===== config.mk =====
export PLATFORM = sky130hd
export DESIGN_NAME = sdram_port_arbiter
export DESIGN_NICKNAME = d
export VERILOG_FILES = /design/src/rtl/sdram_arb_pkg.sv /design/src/rtl/sdram_port_arbiter_rr.sv /design/src/rtl/sdram_port_arbiter.sv
export SDC_FILE = /design/constraint.sdc
export NUM_CORES = 1
export LEC_CHECK = 0
export CAP_MARGIN = 20
export CORE_AREA = 3 3 101 103
export CTS_BUF_LIST = sky130_fd_sc_hd__clkbuf_4 sky130_fd_sc_hd__clkbuf_8 sky130_fd_sc_hd__clkbuf_16
export DETAILED_ROUTE_END_ITERATION = 16
export DIE_AREA = 0 0 104 106
export HOLD_SLACK_MARGIN = 0.15
export PLACE_DENSITY = 0.72
export SLEW_MARGIN = 20
export SYNTH_ARGS = -nofsm -noshare
export SYNTH_HDL_FRONTEND = slang
export SYNTH_SLANG_ARGS = --single-unit

===== constraint.sdc =====
create_clock -name sdram_clk -period 1.82 [get_ports sdram_clk]
set_clock_uncertainty 0.2 [all_clocks]
set_input_delay 0.182 -clock sdram_clk [delete_from_list [all_inputs] [get_ports sdram_clk]]
set_output_delay 0.182 -clock sdram_clk [all_outputs]
set_load 0.005 [all_outputs]

===== src/rtl/sdram_arb_pkg.sv =====
// Shared types and constants for the SDRAM port arbiter.
// The FSM encoding and the port-index width are used by the top level and by the picker.
package sdram_arb_pkg;

  localparam int MAX_PORTS  = 8;
  localparam int PORT_IDX_W = 3;

  typedef logic [PORT_IDX_W-1:0] port_idx_t;

  typedef enum logic [1:0] {
    IDLE   = 2'd0,
    GRANT  = 2'd1,
    LINGER = 2'd2
  } state_t;

endpackage


===== src/rtl/sdram_port_arbiter_rr.sv =====
// Combinational round-robin picker: the first requester at or after last+1
// (wrapping at NR_PORTS) wins.
module rr_arbiter
  import sdram_arb_pkg::*;
#(
  parameter int NR_PORTS = 2
) (
  input  logic [NR_PORTS-1:0] req,
  input  port_idx_t           last,
  output port_idx_t           winner,
  output logic                valid
);

  logic [PORT_IDX_W:0] w_start;
  logic [PORT_IDX_W:0] w_sum;
  logic [NR_PORTS-1:0] w_rot;

  // NOTE: every variable written here gets a default first, so no path leaves
  // a value held and no latch is inferred.
  always_comb begin
    w_start = {1'b0, last} + 4'd1;
    if (w_start >= 4'(NR_PORTS)) w_start = '0;

    // Rotating a doubled copy puts the highest-priority port at bit 0.
    w_rot = NR_PORTS'({req, req} >> w_start);

    valid = 1'b0;
    w_sum = '0;
    for (int j = 0; j < NR_PORTS; j++) begin
      if (!valid && w_rot[j]) begin
        valid = 1'b1;
        w_sum = w_start + 4'(j);
      end
    end
    if (w_sum >= 4'(NR_PORTS)) w_sum = w_sum - 4'(NR_PORTS);
    winner = w_sum[PORT_IDX_W-1:0];
  end

endmodule


===== src/rtl/sdram_port_arbiter.sv =====
// Shares one SDRAM controller interface among NR_PORTS Wishbone port blocks.
// Read grants linger across the gap between refill bursts.
module sdram_port_arbiter
  import sdram_arb_pkg::*;
#(
  parameter int NR_PORTS      = 2,
  parameter int LINGER_CYCLES = 8
) (
  input  logic                   sdram_clk,
  input  logic                   sdram_rst,
  input  logic [NR_PORTS-1:0]    port_acc_i,
  input  logic [NR_PORTS-1:0]    port_we_i,
  input  logic [32*NR_PORTS-1:0] port_adr_i,
  input  logic [16*NR_PORTS-1:0] port_dat_i,
  input  logic [2*NR_PORTS-1:0]  port_sel_i,
  output logic [NR_PORTS-1:0]    port_ack_o,
  output logic [31:0]            port_adr_o,
  output logic [15:0]            port_dat_o,
  output logic                   acc_o,
  output logic                   we_o,
  output logic [31:0]            adr_o,
  output logic [15:0]            dat_o,
  output logic [1:0]             sel_o,
  input  logic                   ack_i,
  input  logic [31:0]            adr_i,
  input  logic [15:0]            dat_i,
  output logic [2:0]             grant_o,
  output logic                   busy_o
);

  state_t    r_state, w_state_nxt;
  port_idx_t r_grant, w_grant_nxt;
  port_idx_t r_last_grant, w_last_nxt;
  logic [3:0] r_linger_cnt, w_linger_nxt;

  port_idx_t   w_winner;
  logic        w_valid;
  logic        w_acc_g;
  logic        w_we_g;
  logic [31:0] w_adr_g;
  logic [15:0] w_dat_g;
  logic [1:0]  w_sel_g;
  logic        w_in_grant;

  rr_arbiter #(
    .NR_PORTS(NR_PORTS)
  ) u_rr (
    .req   (port_acc_i),
    .last  (r_last_grant),
    .winner(w_winner),
    .valid (w_valid)
  );

  // Select the granted port's signals.
  always_comb begin
    w_acc_g = 1'b0;
    w_we_g  = 1'b0;
    w_adr_g = '0;
    w_dat_g = '0;
    w_sel_g = '0;
    for (int n = 0; n < NR_PORTS; n++) begin
      if (r_grant == port_idx_t'(n)) begin
        w_acc_g = port_acc_i[n];
        w_we_g  = port_we_i[n];
        w_adr_g = port_adr_i[32*n +: 32];
        w_dat_g = port_dat_i[16*n +: 16];
        w_sel_g = port_sel_i[2*n +: 2];
      end
    end
  end

  always_comb begin
    w_state_nxt  = r_state;
    w_grant_nxt  = r_grant;
    w_last_nxt   = r_last_grant;
    w_linger_nxt = r_linger_cnt;
    case (r_state)
      IDLE: begin
        if (w_valid) begin
          w_grant_nxt = w_winner;
          w_state_nxt = GRANT;
        end
      end
      GRANT: begin
        if (!w_acc_g) begin
          if (w_we_g) begin
            w_last_nxt  = r_grant;
            w_state_nxt = IDLE;
          end else begin
            w_linger_nxt = '0;
            w_state_nxt  = LINGER;
          end
        end
      end
      LINGER: begin
        w_linger_nxt = r_linger_cnt + 4'd1;
        if (w_acc_g) begin
          w_state_nxt = GRANT;
        end else if (r_linger_cnt == 4'(LINGER_CYCLES-1)) begin
          w_last_nxt  = r_grant;
          w_state_nxt = IDLE;
        end
      end
      default: w_state_nxt = IDLE;
    endcase
  end

  // NOTE: state registers use non-blocking assignments so every flop samples
  // the pre-edge values regardless of process ordering.
  always_ff @(posedge sdram_clk or posedge sdram_rst) begin
    if (sdram_rst) begin
      r_state      <= IDLE;
      r_grant      <= '0;
      r_last_grant <= port_idx_t'(NR_PORTS-1);
      r_linger_cnt <= '0;
    end else begin
      r_state      <= w_state_nxt;
      r_grant      <= w_grant_nxt;
      r_last_grant <= w_last_nxt;
      r_linger_cnt <= w_linger_nxt;
    end
  end

  assign w_in_grant = (r_state == GRANT);
  assign acc_o      = w_in_grant & w_acc_g;
  assign we_o       = w_in_grant & w_we_g;
  assign adr_o      = w_in_grant ? w_adr_g : '0;
  assign dat_o      = w_in_grant ? w_dat_g : '0;
  assign sel_o      = w_in_grant ? w_sel_g : '0;

  // Acks keep routing during LINGER so the tail of a read burst still lands.
  always_comb begin
    port_ack_o = '0;
    if (r_state != IDLE) begin
      for (int n = 0; n < NR_PORTS; n++) begin
        if (r_grant == port_idx_t'(n)) port_ack_o[n] = ack_i;
      end
    end
  end

  assign port_adr_o = adr_i;
  assign port_dat_o = dat_i;
  assign grant_o    = r_grant;
  assign busy_o     = (r_state != IDLE);

endmodule


==> results.toml, run 1 <==
[status]
violations = "negative setup slack"
outcome = "finished, violations left"

[drt]
vias = 2426
ant_nets = 0
wl_mm = 9.48
wl_met2_mm = 5.25
avgViaCountPerCell = 4.59
route.detailed.drc = 0
top_layer_used = "met4"
first_pass_iters = 6
met3WireLength_um = 792
drt-wirelength-per-cell_um = 17.9
wl_met1_mm = 3.26
drt-initial-drc-count = 133

[pwr]
leakagePower_nw = 1.73
vdd_ir_drop_max_mv = 0.692
netSwitchingPower_w = 0.00267
p_per_area_nw_per_um2 = 1600
clkPwrFrac = 0.047
swShare = 0.423
seq_power_share = 0.074
power_frac_comb = 0.879
p_int_w = 0.00365

[die]
dieArea_um2 = 11000
die_h_um = 106
die_w_um = 104
initial_core_util = 0.191
coreArea_um2 = 9280
ios = 261
std_cell_rows = 35

[critical_path]
cp_data_required_time_ns = 1.44
worst_ep_arrival_time_ns = 1.72
ff2ff_path_depth = 5
reg2reg_slack_ns = -0.04
endpoint_kind = "primary output"
path_class = "flop to primary output"
cp_max_fo = 5
cp-start-kind = "flop"

[clock_network]
clk_pin_slew_ns = 0.06
htree_levels = 1
cts_buffers = 3
cts-root-buf = "clkbuf_8"
clock_path_buffers = 2
tritoncts = "built"
clock_latency_ns = 0.24
clock-sinks = 12

[global_route]
grt_max_degree = 27
first_global_vias = 2571
grt_usage = 0.155
grt_remaining_overflow = 0
grt_pass1_wl_mm = 14.0
antenna_found_initial = 0

[logic_synthesis]
syn_inst = 245
synth.distinct_cells = 37
async_flop_share = 1.00
netlist_area_um2 = 1770
synth_edf_count = 0
synth_nets = 404
syn_avg_cell_area_um2 = 7.24
synth-main-ff-cell = "dfrtp_1"
ys_ff_latch = 12
yosysWarnings = 0
ys_seq_area_frac = 0.170

[place]
gp_congestion = 0.776
io_buffers = 164
dpl_cell_area_um2 = 3340
dpl.hpwl_mm = 6.45

[sta]
slew_violations = 0
postLayoutSetupSlackWorst_ns = -0.286
hold_viol_final = 0
grt_setup_unrepaired = "yes"
fin_crit_sh = 1.16
finalSetupViolCount = 55
fmax_mhz = 475
layout_min_cycle_time_ns = 2.11
fin_hold_ws_ns = 0.164

[final_layout]
drive_gt1_frac = 0.444
antenna_cells = 0
nets = 559
design_area_um2 = 3950
syn2layout_area_growth_pct = 122
n_fill_cell = 902

[hold_path]
hp-class = "input port to primary output"
min_path_cells = 0

[flow_run]
max_cap_viol_count = 0
## worst max-delay path, cell delays in order, from the launching register on
cell	delay, ns
dfrtp_1	0.41
buf_6	0.14
nor2_4	0.08
and2_4	0.17
buf_8	0.13
buf_16	0.13
clkbuf_16	0.14
a22oi_2	0.04
nor2_1	0.11
buf_2	0.12
## cell families after synthesis
group	after synthesis	synth area share
multiplexers	7	0.0423
flip-flops	12	0.170
adder cells (fa/ha/maj)	4	0.0282
buffers and inverters	72	0.263
AO/OA/AOI/OAI	69	0.279
AND/OR/NAND/NOR	78	0.205
other	1	0.00211
XOR/XNOR	2	0.00987
## through the flow
stage | std cells | setup slack (ns) | total power [W] | TNS (ns) | utilization
global placement | 491 | -0.248 | 0.00434 | -10.33 | 0.360
detailed placement | 491 | -0.256 | 0.00442 | -10.91 | 0.360
finish | 528 | -0.286 | 0.00632 | -9.56 | 0.425
CTS | 528 | -0.261 | 0.00610 | -9.14 | 0.415
floorplan | 245 | 0.117 | 0.00235 | 0 | -
global route | 528 | -0.362 | 0.00675 | -13.83 | 0.425
## final timing paths
kind / endpoint / start
worst max-delay path: sel_o[0] / grant_o[1]
worst min-delay path: port_adr_o[4] / adr_i[4]
worst max register to register: r_last_grant[2] / grant_o[0]
worst min register to register: r_last_grant[2] / r_last_grant[2]
max in group asynchronous: grant_o[0] / sdram_rst
min in group asynchronous: r_state[1] / sdram_rst
## flip-flops by register name (all words and copies together) (netlist names)
signal	cells
r_linger_cnt	4
grant_o	3
r_last_grant	3
r_state	2
## cell usage in the layout, fill, tap and decap left out, drive strengths merged
cell | netlist | final
clkdlybuf4s50 | 0 | 107
buf | 57 | 105
nor2 | 55 | 55
a22oi | 50 | 50
dfrtp | 11 | 11
nand2 | 8 | 8
o22ai | 5 | 5
inv | 5 | 5
o21ai | 5 | 5
clkbuf | 10 | 5
mux2 | 4 | 4
ha | 4 | 4
mux2i | 3 | 3
a21oi | 3 | 3
nor3 | 3 | 3
nor2b | 2 | 2
xor2 | 2 | 2
and3 | 2 | 2
dlymetal6s2s | 0 | 2
o31ai | 2 | 2
nand2b | 2 | 2
and2 | 2 | 2
nor4b | 1 | 1
nand3 | 1 | 1
a31oi | 1 | 1
o32ai | 1 | 1
nor4 | 1 | 1
a21o | 1 | 1
a211oi | 1 | 1
nand4 | 1 | 1
conb | 1 | 1
dlygate4sd3 | 0 | 1
dlygate4sd2 | 0 | 1
dfstp | 1 | 1
## cell type report
type	instances	area, um^2	area share
Multi-Input combinational cell	161	1340	0.339
Clock buffer	4	55.1	0.0140
Sequential cell	12	303	0.0768
Tap cell	129	161	0.0409
Inverter	5	18.8	0.00476
Timing Repair Buffer	217	2070	0.525
## metal layers
layer / track usage / up-vias
li1: - / 1127
met1: 0.156 / 1142
met2: 0.302 / 143
met3: 0.0540 / 14
met4: 0.0437 / 0
met5: 0 / -
## Yosys cell counts (2+ instances only)
cell	instances	area, um^2
nor3_1	2	10.0
xor2_1	2	17.5
a22oi_1	50	375
nand2_1	8	30.0
ha_1	4	50.1
a21oi_1	3	15.0
buf_2	7	35.0
o31ai_1	2	15.0
nor2b_1	2	12.5
inv_1	5	18.8
o22ai_1	5	31.3
dfrtp_1	11	275
nor2_1	55	206
clkbuf_1	10	37.5
o21ai_0	4	20.0
mux2_1	3	33.8
and3_1	2	12.5
buf_4	48	360
nand2b_1	2	12.5
mux2i_1	3	30.0
## what timing repair did
action,CTS,global route
hold buffers,1,0
cloned,6,1
hold endpoints to repair,11,0
endpoints found under the setup margin,62,63
gates resized for setup,302,20
pin swaps,32,25
buffers inserted,29,3
## power groups by stage
stage	registers (W)	logic [W]	clock network, W
CTS	0.000454	0.00535	0.000297
floorplan	0.000446	0.00190	0
detailed placement	0.000456	0.00396	0
global route	0.000477	0.00596	0.000316
global placement	0.000450	0.00389	0
finish	0.000468	0.00556	0.000295
Power figures use the tool's default switching activity.
==> run 2, diff against run 1 <==
Settings changed: REMOVE_ABC_BUFFERS set to 1.
==> results.toml, run 2 (synthesis gave the netlist of run 1 again) <==
[place]
io_buffers = 164
gp_congestion = 0.897
dpl.hpwl_mm = 13.0
dpl_cell_area_um2 = 3350

[sta]
setup-tns-final_ns = -10.30
slew_violations = 0
grt_setup_unrepaired = "yes"
postLayoutSetupSlackWorst_ns = -0.238
fin_hold_ws_ns = 0.164
layout_min_cycle_time_ns = 2.06
finalSetupViolCount = 62
fin_crit_sh = 1.13
fmax_mhz = 486
hold_viol_final = 0

[drt]
drt-initial-drc-count = 133
ant_nets = 0
wl_mm = 16.3
avgViaCountPerCell = 4.78
drt-wirelength-per-cell_um = 30.6
vias = 2536
first_pass_iters = 4
route.detailed.drc = 0

[final_layout]
finalCoreUtilization = 0.431
largest_register = "r_linger_cnt"
layout_commonest_cell = "clkdlybuf4s50_1"
layout_common_cells = "clkdlybuf4s50_1, nor2_1, buf_2"
drive_gt1_frac = 0.435
multi_input_area_um2 = 1310
seq_area_um2 = 302
design_area_um2 = 4000
largest_reg_flops = 4
n_fill_cell = 929
nets = 562
syn2layout_area_growth_pct = 126
antenna_cells = 0

[pwr]
power_frac_comb = 0.891
seq_power_share = 0.065
p_per_area_nw_per_um2 = 1700
netSwitchingPower_w = 0.00288
clkPwrFrac = 0.044
p_int_w = 0.00394
leakagePower_nw = 1.74
vdd_ir_drop_max_mv = 0.656
swShare = 0.422

[die]
die_w_um = 104
dieArea_um2 = 11000
ios = 261
coreArea_um2 = 9280
std_cell_rows = 35
initial_core_util = 0.191
die_h_um = 106

[critical_path]
worst_ep_arrival_time_ns = 1.68
cp_max_fo = 5
crit_chain = "nor3_4, buf_4, buf_12, buf_16, buf_12, a22oi_2, nor2_1, buf_2"
slowest_delay_ns = 0.43
cp_data_required_time_ns = 1.44
cp-start-kind = "flop"
path_class = "flop to primary output"
slowest_stage = "dfrtp_1"
endpoint_kind = "primary output"
crit_top_cell = "buf_12"

[global_route]
antenna_found_initial = 0
grt_remaining_overflow = 0
gr-usage-met1 = 0.224
grt_pass1_wl_mm = 21.6
top_usage_layer = "met2"
first_global_vias = 2600
grtUsageMet3 = 0.271
grt_use_met2 = 0.500
grt_usage = 0.282
grt_max_degree = 27

[clock_network]
cts_buffers = 3
clock_latency_ns = 0.24
clock_path_buffers = 2
htree_levels = 1
tritoncts = "built"
clock-sinks = 12
cts-root-buf = "clkbuf_8"
clk_pin_slew_ns = 0.06

[status]
violations = "negative setup slack"
outcome = "finished, violations left"

[hold_path]
hp-class = "input port to primary output"

[flow_run]
max_cap_viol_count = 0
## run 2: cell count changes in the layout (fill, tap and decap cells not counted), sizes merged
cell and change:
dlymetal6s2s -2, buf +4, clkdlybuf4s50 +1, clkbuf -1
dlygate4sd2 +1
## run 2: worst max-delay path: cells and delay by family (launching register included)
kind                   cells  cell delay, ns
AO/OA/AOI/OAI              1            0.06
AND/OR/NAND/NOR            2            0.31
flip-flops                 1            0.43
buffers and inverters      5            0.61
## run 2: repair_timing
action | 4_1_cts | 5_1_grt
endpoints found under the hold margin | 11 | 0
gates cloned | 10 | 0
resized for setup | 279 | 29
pin swaps | 33 | 36
setup endpoints to repair | 63 | 65
hold buffers | 1 | 0
buffers inserted | 23 | 9
## run 2: layer usage
layer  vias to the layer above  wire (um)
met1                      1153       4330
met3                        12       3520
met2                       236       8060
li1                       1135          -
met5                         -          0
met4                         0        358
## run 2: path summary, 6_finish.rpt
check | start | endpoint | slack, ns | depth (start not counted)
setup / recovery | grant_o[2] | adr_o[7] | -0.24 | 8
hold / removal | adr_i[22] | port_adr_o[22] | 0.16 | 0
setup reg to reg | grant_o[0] | r_linger_cnt[2] | -0.18 | 8
hold reg to reg | r_last_grant[2] | r_last_grant[2] | 0.34 | 1
max in group asynchronous | sdram_rst | r_last_grant[0] | 0.44 | 3
min in group asynchronous | sdram_rst | r_linger_cnt[1] | 0.62 | 3
## run 2: cell type report
cell class	count	share of cell area
Sequential cell	12	0.0753
Inverter	5	0.00469
Multi-Input combinational cell	161	0.327
Tap cell	129	0.0403
Clock buffer	4	0.0138
Timing Repair Buffer	220	0.539
## run 2: stage by stage
stage / setup WS [ns] / std cells / total power [W]
after floorplan: -0.986 / 178 / 0.00209
after global placement: -0.302 / 491 / 0.00452
after detailed placement: -0.326 / 491 / 0.00459
after CTS: -0.265 / 528 / 0.00657
after global routing: -0.332 / 531 / 0.00721
final: -0.238 / 531 / 0.00682
## run 2: power by group through the flow
stage          Combinational (W)  Sequential (W)  Clock [W]
2_1_floorplan            0.00163        0.000458          0
3_3_place_gp             0.00407        0.000445          0
3_5_place_dp             0.00414        0.000454          0
4_1_cts                  0.00581        0.000452   0.000304
5_1_grt                  0.00643        0.000454   0.000320
6_report                 0.00608        0.000446   0.000298
==> run 3, diff against run 2 <==
Settings changed: CELL_PAD_IN_SITES_DETAIL_PLACEMENT set to 0, CELL_PAD_IN_SITES_GLOBAL_PLACEMENT set to 1, CORE_AREA 3 3 101 103 to unset, CORE_ASPECT_RATIO set to 0.5, CORE_MARGIN set to 3, CORE_UTILIZATION set to 14, DIE_AREA 0 0 104 106 to unset, PLACE_DENSITY 0.72 to 0.87.
==> results.toml, run 3 (synthesis gave the netlist of run 1 again) <==
[status]
outcome = "finished, violations left"
violations = "negative setup slack"

[critical_path]
ff2ff_path_depth = 6
cp-start-kind = "flop"
slowest_stage = "dfrtp_1"
cp_top_family = "buffers and inverters"
cp_data_required_time_ns = 1.44
path_class = "flop to primary output"
crit_cells = 8
cp_num_buf_inv = 4
cp_max_fo = 6
endpoint_kind = "primary output"
slowest_delay_ns = 0.43
worst_ep_arrival_time_ns = 1.64
crit_chain = "buf_6, nor2_4, and2_4, buf_4, buf_12, a22oi_2, nor2_1, buf_2"

[clock_network]
htree_levels = 1
tritoncts = "built"
clock_latency_ns = 0.24
clock-sinks = 12
cts_buffers = 3
clock_path_buffers = 2
cts-root-buf = "clkbuf_16"
clk_pin_slew_ns = 0.04

[drt]
drt-initial-drc-count = 72
wl_mm = 13.3
route.detailed.drc = 0
vias = 2488
drt-wirelength-per-cell_um = 23.6
avgViaCountPerCell = 4.42
ant_nets = 0
first_pass_iters = 4

[sta]
grt_setup_unrepaired = "yes"
fin_crit_sh = 1.11
slew_violations = 0
fin_hold_ws_ns = 0.164
hold_viol_final = 0
finalSetupViolCount = 55
layout_min_cycle_time_ns = 2.02
fmax_mhz = 496
postLayoutSetupSlackWorst_ns = -0.198

[place]
gp_congestion = 0.925
dpl.hpwl_mm = 10.2
dpl_cell_area_um2 = 3410
io_buffers = 164
dp_slack_ns = -0.242

[final_layout]
antenna_cells = 0
largest_reg_flops = 4
nets = 558
finalCoreUtilization = 0.333
layout_common_cells = "clkdlybuf4s50_1, nor2_1, buf_2"
design_area_um2 = 4020
layout_commonest_cell = "clkdlybuf4s50_1"
largest_register = "r_linger_cnt"
drive_gt1_frac = 0.445
syn2layout_area_growth_pct = 127

[pwr]
p_per_area_nw_per_um2 = 1620
p_total_w = 0.00651
leakagePower_nw = 1.71
vdd_ir_drop_max_mv = 0.604

[die]
initial_core_util = 0.147
ios = 261
die_w_um = 165
std_cell_rows = 28
coreArea_um2 = 12100
die_h_um = 85.6
dieArea_um2 = 14100

[global_route]
grt_max_degree = 42
grt_usage = 0.175
grt_remaining_overflow = 0
antenna_found_initial = 0
grt_pass1_wl_mm = 17.6
first_global_vias = 2518

[flow_run]
max_cap_viol_count = 0

[hold_path]
min_path_cells = 0
hp-class = "input port to primary output"
run 3: cell types whose count changed in the layout (fill, tap and decap cells not counted), sizes merged:
cell / before / now
clkdlybuf4s50: 108 / 110
clkbuf: 4 / 8
buf: 109 / 100
dlygate4sd2: 2 / 0
clkdlybuf4s15: 0 / 1
run 3: per-layer routing:
metal / GRT usage / routed length (um) / up-vias
li1: - / - / 1133
met4: 0.0312 / 151 / 2
met5: 0.0664 / 127 / -
met1: 0.162 / 4450 / 1222
met3: 0.182 / 2730 / 12
met2: 0.267 / 5810 / 119
run 3: area by class of cell:
cell class,count,area (um^2)
inverter,5,18.8
fill,1234,8060
clock buffer,4,88.8
tap,165,206
timing repair buffer,216,2070
multi-input combinational,161,1330
sequential,12,304
run 3: repair_timing:
item                       in CTS  in global routing
pin swaps                      26                 40
hold buffers                    1                  0
setup buffers                  21                  3
gates cloned                    7                  4
resized for setup             295                 23
hold endpoints to repair       11                  0
setup endpoints to repair      63                 62
run 3: where the power goes:
group,internal (W),switching [W],leakage [nW]
clock network,0.000332,0.000117,0.0442
logic,0.00312,0.00247,1.52
registers,0.000363,0.000105,0.153
run 3: path summary, 6_finish.rpt:
kind | slack (ns) | end | from
max | -0.20 | adr_o[12] | grant_o[2]
min | 0.16 | port_adr_o[21] | adr_i[21]
max reg2reg | -0.06 | r_last_grant[2] | grant_o[0]
min reg2reg | 0.33 | r_last_grant[2] | r_last_grant[2]
max in group asynchronous | 0.48 | r_last_grant[0] | sdram_rst
min in group asynchronous | 0.60 | r_linger_cnt[1] | sdram_rst
run 3: metrics by stage:
step,TNS [ns],instances
after floorplan,-52.29,178
after global routing,-11.73,563
after CTS,-8.32,563
after detailed placement,-11.44,532
after global placement,-10.63,532
final,-8.11,563
run 3: worst reg2reg max path, delay by kind of cell (launching register included):
family	cells	cell delay [ns]
buffers and inverters	2	0.32
multiplexers	2	0.50
AO/OA/AOI/OAI	1	0.08
flip-flops	1	0.44
AND/OR/NAND/NOR	1	0.24
